### config.mk
export PLATFORM = sky130hd
export DESIGN_NAME = tpu_result_drain
export DESIGN_NICKNAME = d
export VERILOG_FILES = /design/src/rtl/tpu_result_drain.sv
export SDC_FILE = /design/constraint.sdc
export NUM_CORES = 2
export LEC_CHECK = 0
export ABC_AREA = 1
export BUFFER_PORTS_ARGS = -buffer_cell sky130_fd_sc_hd__buf_2
export CORE_AREA = 4 4 620 622
export CTS_CLUSTER_DIAMETER = 100
export DETAILED_ROUTE_END_ITERATION = 7
export DIE_AREA = 0 0 624 626
export GPL_TIMING_DRIVEN = 0
export SKIP_LAST_GASP = 1
export SLEW_MARGIN = 15
export SYNTH_ARGS = -nofsm -noshare
export SYNTH_HDL_FRONTEND = slang
export SYNTH_SLANG_ARGS = --single-unit
### constraint.sdc
create_clock -name clk -period 40.1 [get_ports clk]
set_clock_uncertainty 0.1 [all_clocks]
set_input_delay 2.005 -clock clk [delete_from_list [all_inputs] [get_ports clk]]
set_output_delay 2.005 -clock clk [all_outputs]
set_load 0.02 [all_outputs]
### src/rtl/tpu_result_drain.sv
// tpu_result_drain
// Captures result rows from the three tpu_top write ports (banks a/b/c) into
// one-row holding registers. Each row is serialized onto a single
// valid/ready stream as one header word followed by NWORDS data words.
//
// Ports:
//   clk, srstn                 clock, asynchronous active-low reset
//   tpu_start                  job start pulse; clears overflow/done status
//   tpu_done                   tpu_top has issued its last write
//   sram_write_enable_{a,b,c}0 row write strobes
//   sram_wdata_{a,b,c}         row data (ARRAY_SIZE*OUTPUT_DATA_WIDTH bits)
//   sram_waddr_{a,b,c}         row address (6 bits)
//   m_valid/m_ready/m_data     output stream
//   m_last                     final word of the current row
//   overflow                   sticky row-drop flags {c,b,a}
//   drain_done                 every row of the job has been emitted
//
// Build option: define ROW_CHECKSUM_EN to append an XOR checksum word to
// every row. m_last then marks the checksum word instead of the last data word.
module tpu_result_drain #(
  parameter int ARRAY_SIZE        = 32,
  parameter int OUTPUT_DATA_WIDTH = 16,
  parameter int OUT_WIDTH         = 32
) (
  input  logic                                  clk,
  input  logic                                  srstn,
  input  logic                                  tpu_start,
  input  logic                                  tpu_done,
  input  logic                                  sram_write_enable_a0,
  input  logic                                  sram_write_enable_b0,
  input  logic                                  sram_write_enable_c0,
  input  logic [ARRAY_SIZE*OUTPUT_DATA_WIDTH-1:0] sram_wdata_a,
  input  logic [ARRAY_SIZE*OUTPUT_DATA_WIDTH-1:0] sram_wdata_b,
  input  logic [ARRAY_SIZE*OUTPUT_DATA_WIDTH-1:0] sram_wdata_c,
  input  logic [5:0]                            sram_waddr_a,
  input  logic [5:0]                            sram_waddr_b,
  input  logic [5:0]                            sram_waddr_c,
  output logic                                  m_valid,
  input  logic                                  m_ready,
  output logic [OUT_WIDTH-1:0]                  m_data,
  output logic                                  m_last,
  output logic [2:0]                            overflow,
  output logic                                  drain_done
);

  localparam int ROW_W  = ARRAY_SIZE * OUTPUT_DATA_WIDTH;
  localparam int NWORDS = ROW_W / OUT_WIDTH;
  localparam int CNT_W  = (NWORDS > 1) ? $clog2(NWORDS) : 1;

`ifdef ROW_CHECKSUM_EN
  typedef enum logic [1:0] {S_IDLE, S_HDR, S_DATA, S_CSUM} state_t;
`else
  typedef enum logic [1:0] {S_IDLE, S_HDR, S_DATA} state_t;
`endif

  state_t r_state, w_state_nxt;

  // Holding registers, one row per bank
  logic [ROW_W-1:0] r_hold_data [3];
  logic [5:0]       r_hold_addr [3];
  logic [2:0]       r_full;

  // Row currently being serialized
  logic [ROW_W-1:0] r_row;
  logic [1:0]       r_bank;
  logic [5:0]       r_addr;
  logic [CNT_W-1:0] r_widx;
`ifdef ROW_CHECKSUM_EN
  logic [OUT_WIDTH-1:0] r_csum;
`endif

  logic [2:0] r_overflow;
  logic       r_done_seen;
  logic       r_drain_done;

  logic [2:0]       w_we;
  logic [ROW_W-1:0] w_wdata [3];
  logic [5:0]       w_waddr [3];
  logic             w_accept;
  logic             w_any_full;
  logic [1:0]       w_sel;
  logic             w_load;
  logic [2:0]       w_unload;
  logic [2:0]       w_capture;
  logic [2:0]       w_drop;
  logic             w_last_word;
  logic [31:0]      w_hdr;

  assign w_we       = {sram_write_enable_c0, sram_write_enable_b0, sram_write_enable_a0};
  assign w_wdata[0] = sram_wdata_a;
  assign w_wdata[1] = sram_wdata_b;
  assign w_wdata[2] = sram_wdata_c;
  assign w_waddr[0] = sram_waddr_a;
  assign w_waddr[1] = sram_waddr_b;
  assign w_waddr[2] = sram_waddr_c;

  assign w_accept    = m_valid & m_ready;
  assign w_any_full  = |r_full;
  assign w_sel       = r_full[0] ? 2'd0 : (r_full[1] ? 2'd1 : 2'd2);
  assign w_last_word = (r_widx == CNT_W'(NWORDS - 1));
  assign w_hdr       = {8'hA5, 14'b0, r_bank, 2'b0, r_addr};

  // A bank being unloaded this cycle frees its slot for a simultaneous strobe
  assign w_unload  = w_load ? (3'b001 << w_sel) : 3'b000;
  assign w_capture = w_we & (~r_full | w_unload);
  assign w_drop    = w_we & r_full & ~w_unload;

  assign overflow   = r_overflow;
  assign drain_done = r_drain_done;

  // Next-state and stream outputs; outputs depend only on registered state,
  // so they stay frozen while the sink stalls.
  always_comb begin
    w_state_nxt = r_state;
    w_load      = 1'b0;
    m_valid     = 1'b0;
    m_data      = '0;
    m_last      = 1'b0;
    case (r_state)
      S_IDLE: begin
        if (w_any_full) begin
          w_load      = 1'b1;
          w_state_nxt = S_HDR;
        end
      end
      S_HDR: begin
        m_valid = 1'b1;
        m_data  = OUT_WIDTH'(w_hdr);
        if (m_ready) w_state_nxt = S_DATA;
      end
      S_DATA: begin
        m_valid = 1'b1;
        m_data  = r_row[OUT_WIDTH-1:0];
`ifdef ROW_CHECKSUM_EN
        if (w_accept && w_last_word) w_state_nxt = S_CSUM;
`else
        m_last = w_last_word;
        if (w_accept && w_last_word) begin
          if (w_any_full) begin
            w_load      = 1'b1;
            w_state_nxt = S_HDR;
          end else begin
            w_state_nxt = S_IDLE;
          end
        end
`endif
      end
`ifdef ROW_CHECKSUM_EN
      S_CSUM: begin
        m_valid = 1'b1;
        m_data  = r_csum;
        m_last  = 1'b1;
        if (m_ready) begin
          if (w_any_full) begin
            w_load      = 1'b1;
            w_state_nxt = S_HDR;
          end else begin
            w_state_nxt = S_IDLE;
          end
        end
      end
`endif
      default: w_state_nxt = S_IDLE;
    endcase
  end

  // Control state
  always_ff @(posedge clk or negedge srstn) begin
    if (!srstn) begin
      r_state      <= S_IDLE;
      r_full       <= 3'b000;
      r_widx       <= '0;
      r_overflow   <= 3'b000;
      r_done_seen  <= 1'b0;
      r_drain_done <= 1'b0;
    end else begin
      r_state <= w_state_nxt;
      r_full  <= (r_full & ~w_unload) | w_capture;

      if (w_load) begin
        r_widx <= '0;
      end else if (r_state == S_DATA && w_accept) begin
        r_widx <= r_widx + 1'b1;
      end

      // A new job clears the sticky status, even against a same-cycle drop
      if (tpu_start) begin
        r_overflow   <= 3'b000;
        r_done_seen  <= 1'b0;
        r_drain_done <= 1'b0;
      end else begin
        r_overflow <= r_overflow | w_drop;
        if (tpu_done) r_done_seen <= 1'b1;
        if (r_done_seen && !w_any_full && r_state == S_IDLE) r_drain_done <= 1'b1;
      end
    end
  end

  // Datapath registers; validity is tracked by r_full / r_state
  always_ff @(posedge clk) begin
    for (int i = 0; i < 3; i++) begin
      if (w_capture[i]) begin
        r_hold_data[i] <= w_wdata[i];
        r_hold_addr[i] <= w_waddr[i];
      end
    end
    if (w_load) begin
      r_row  <= r_hold_data[w_sel];
      r_addr <= r_hold_addr[w_sel];
      r_bank <= w_sel;
`ifdef ROW_CHECKSUM_EN
      r_csum <= '0;
`endif
    end else if (r_state == S_DATA && w_accept) begin
      r_row <= r_row >> OUT_WIDTH;
`ifdef ROW_CHECKSUM_EN
      r_csum <= r_csum ^ r_row[OUT_WIDTH-1:0];
`endif
    end
  end

endmodule
==> impl_metrics.toml <==
[status]
status = "finished clean"

[critical_path]
crit_type = "flip-flop to flip-flop"
end_kind = "flip-flop"
crit_path_max_incr_delay_ns = 0.83
worstPathRequired_ns = 40.58
path_buf_inv = 15
path_max_fanout = 22
startpoint_type = "flip-flop"
crit_path_frequent_cell = "buf_16"
arrival_ns = 6.72
cp_top_family = "buffers and inverters"
crit_path_top_delay_cell = "buf_2"
path_cells = "buf_2 -> nor2_2 -> buf_4 -> nand2_1 -> nand2_2 -> nand2_4 -> buf_2 -> nand2_1 -> a21oi_4 -> buf_16 -> buf_16 -> buf_12 -> buf_16 -> buf_16 -> buf_12 -> buf_12 -> buf_16 -> buf_16 -> buf_16 -> buf_16 -> buf_8"
reg2reg_setup_slack_ns = 33.86

[power_and_ir_drop]
swShare = 0.362
ir_drop_v = 0.0000459
pwr_density_cell_nw_per_um2 = 75.7
seqPwrFrac = 0.436
pwr-share-clk = 0.281
pwr-share-comb = 0.283
power.switching_uw = 2840
finalPower_uw = 7840
power.leakage_uw = 0.0406
internal-power_uw = 5000

[clock_tree]
cts-buffers-inserted = 240
clock_latency_ns = 0.91
cts-root-buf = "clkbuf_16"
cts_hold_buf = 0
cts_tree = "yes"
cts_resized = 0
clk_pin_slew_ns = 0.07
cts-htree-levels = 4
clockBufferDepth = 4
cts_setup_buffers = 0
cts_sinks = 2088

[finish]
mostFrequentLayoutCells = "3023 x nand2_1, 2074 x edfxtp_1, 1727 x buf_2"
area_growth_pct = 31.6
final_common_cell = "nand2_1"
drive_gt1_frac = 0.272
multiInputGateArea_um2 = 14400
seq_area_um2 = 62600
nNetsFinal = 9514
fillers = 39306

[grt]
grt_pass1_vias = 54312
grt_pass1_wl_um = 492000
grtUsageTotal = 0.188
overflow = 0
antenna_found_initial = 278
grt_max_degree = 92

[floorplanning]
start_util = 0.208
ios = 1600
core_area_um2 = 378000
die-height_um = 626
die_w_um = 624
row_count = 226
fp.dieArea_um2 = 391000

[route]
remaining_drc_errors = 0
drtIter0Drc = 7274
ant_nets = 0
wl_per_cell_um = 28.6
dr.pass1.iters = 6
vias_per_cell = 4.29
vias = 57711
drt-total-wl_um = 386000

[placed_design]
numPortBuffers = 1599
dp_hpwl_um = 311000
gp_congestion = 0.978

[synthesis]
synth-edff-count = 2074
synth_flop_cell = "edfxtp_1"
netlist-cell-type-count = 23
synth_area_leaders = "edfxtp_1 79%, nand2_1 14%, nand3_1 3.0%"
ys_warn_count = 0
syn_area_um2 = 78700
syn_nets = 7594
synth.avg_cell_area_um2 = 13.1
syn_inst = 6027
ys_seq_area_frac = 0.796
synthArstFlopShare = 0.00670
synth_top_area_share = 0.791
yosys.area.top_type = "edfxtp_1"
ys_ff_latch = 2088

[timing]
fin_setup_tns_ns = 0
worst_pin_slew_ns = 1.17
drv_slew = 0
hold_violations = 0
finalCriticalPeriod_ns = 6.24
max_clock_freq_ghz = 0.160
rsz0062_at_grt = "no"
setup_viol = 0
period_share = 0.156
max_slew_margin = 0.219

[run]
maxCapViolations = 0

[hold_path]
hp-class = "flip-flop to flip-flop"
[path summary, 6_finish.rpt]
kind / startpoint / to / cells after the start
min in group asynchronous: srstn / overflow[0]$_DFF_PN0_ / 1
max in group asynchronous: srstn / r_full[0]$_DFF_PN0_ / 1
max: r_full[0]$_DFF_PN0_ / r_hold_data[1][294]$_DFFE_PP_ / 21
min reg2reg: r_done_seen$_DFFE_PN0P_ / r_done_seen$_DFFE_PN0P_ / 2
min: r_done_seen$_DFFE_PN0P_ / r_done_seen$_DFFE_PN0P_ / 2
max reg2reg: r_full[0]$_DFF_PN0_ / r_hold_data[1][294]$_DFFE_PP_ / 21
[sequential cells by signal, summed over array words and instances, names as in the netlist]
register and count:
r_widx 4, r_bank 2, r_state 2, overflow 3, r_addr 6, r_hold_addr 18
r_done_seen 1, r_hold_data 1536, r_full 3, drain_done 1, r_row 512
[metrics by stage]
step	area, um^2	setup WS [ns]	instances	hold slack (ns)	util
floorplan	78700	11.00	6027	0.360	-
global placement	93000	-10.68	12642	0.381	0.246
detailed placement	95100	33.15	12721	0.392	0.251
CTS	103000	33.68	13157	0.404	0.272
global route	103000	33.63	13369	0.429	0.273
finish	104000	33.86	13465	0.409	0.274
[cell usage after synthesis, drive strengths merged, types with 5 or more instances]
cell type,number
nand3,474
clkbuf,106
o21ai,19
dfrtp,14
a21oi,35
buf,183
inv,39
edfxtp,2074
ha,5
nor2,14
a31oi,32
nand2,3026
[worst min-delay path, delay by kind of cell, from the launching register on]
kind / cells / cell delay (ns)
DFF: 1 / 0.35
and+or+nand+nor: 2 / 0.13
[power by group through the flow]
| stage | logic [uW] | clock network [uW] | registers (uW) |
|---|---|---|---|
| final | 2220 | 2210 | 3420 |
| after global routing | 2410 | 2340 | 3440 |
| after CTS | 2270 | 2250 | 3420 |
| after detailed placement | 2260 | 0 | 3450 |
| after global placement | 2110 | 0 | 4190 |
| after floorplan | 1090 | 0 | 3730 |
[layer usage]
metal	global-route usage	vias up	share of wire
li1	-	24973	-
met1	0.220	28261	0.36
met2	0.325	3536	0.50
met3	0.0389	875	0.085
met4	0.0914	66	0.055
met5	0	-	0.0011
[area by class of cell]
type                    count  area share
flip-flops and latches   2088       0.605
multi-input cells        3611       0.139
repair buffers           1678      0.0969
well taps                5016      0.0606
clock buffers             278      0.0594
clock inverters           158      0.0155
plain buffers             289      0.0149
diodes                    308     0.00744
inverters                  39     0.00151
[cell families after synthesis]
logic type / after synthesis / synth area share
buffers and inverters: 328 / 0.0215
AOI/OAI and AO/OA: 87 / 0.00607
DFF: 2088 / 0.796
xor gates and xnor gates: 3 / 0.000334
and+or+nand+nor: 3516 / 0.175
adders and majority gates: 5 / 0.000795
No activity file was read; power rests on OpenSTA's default activity.
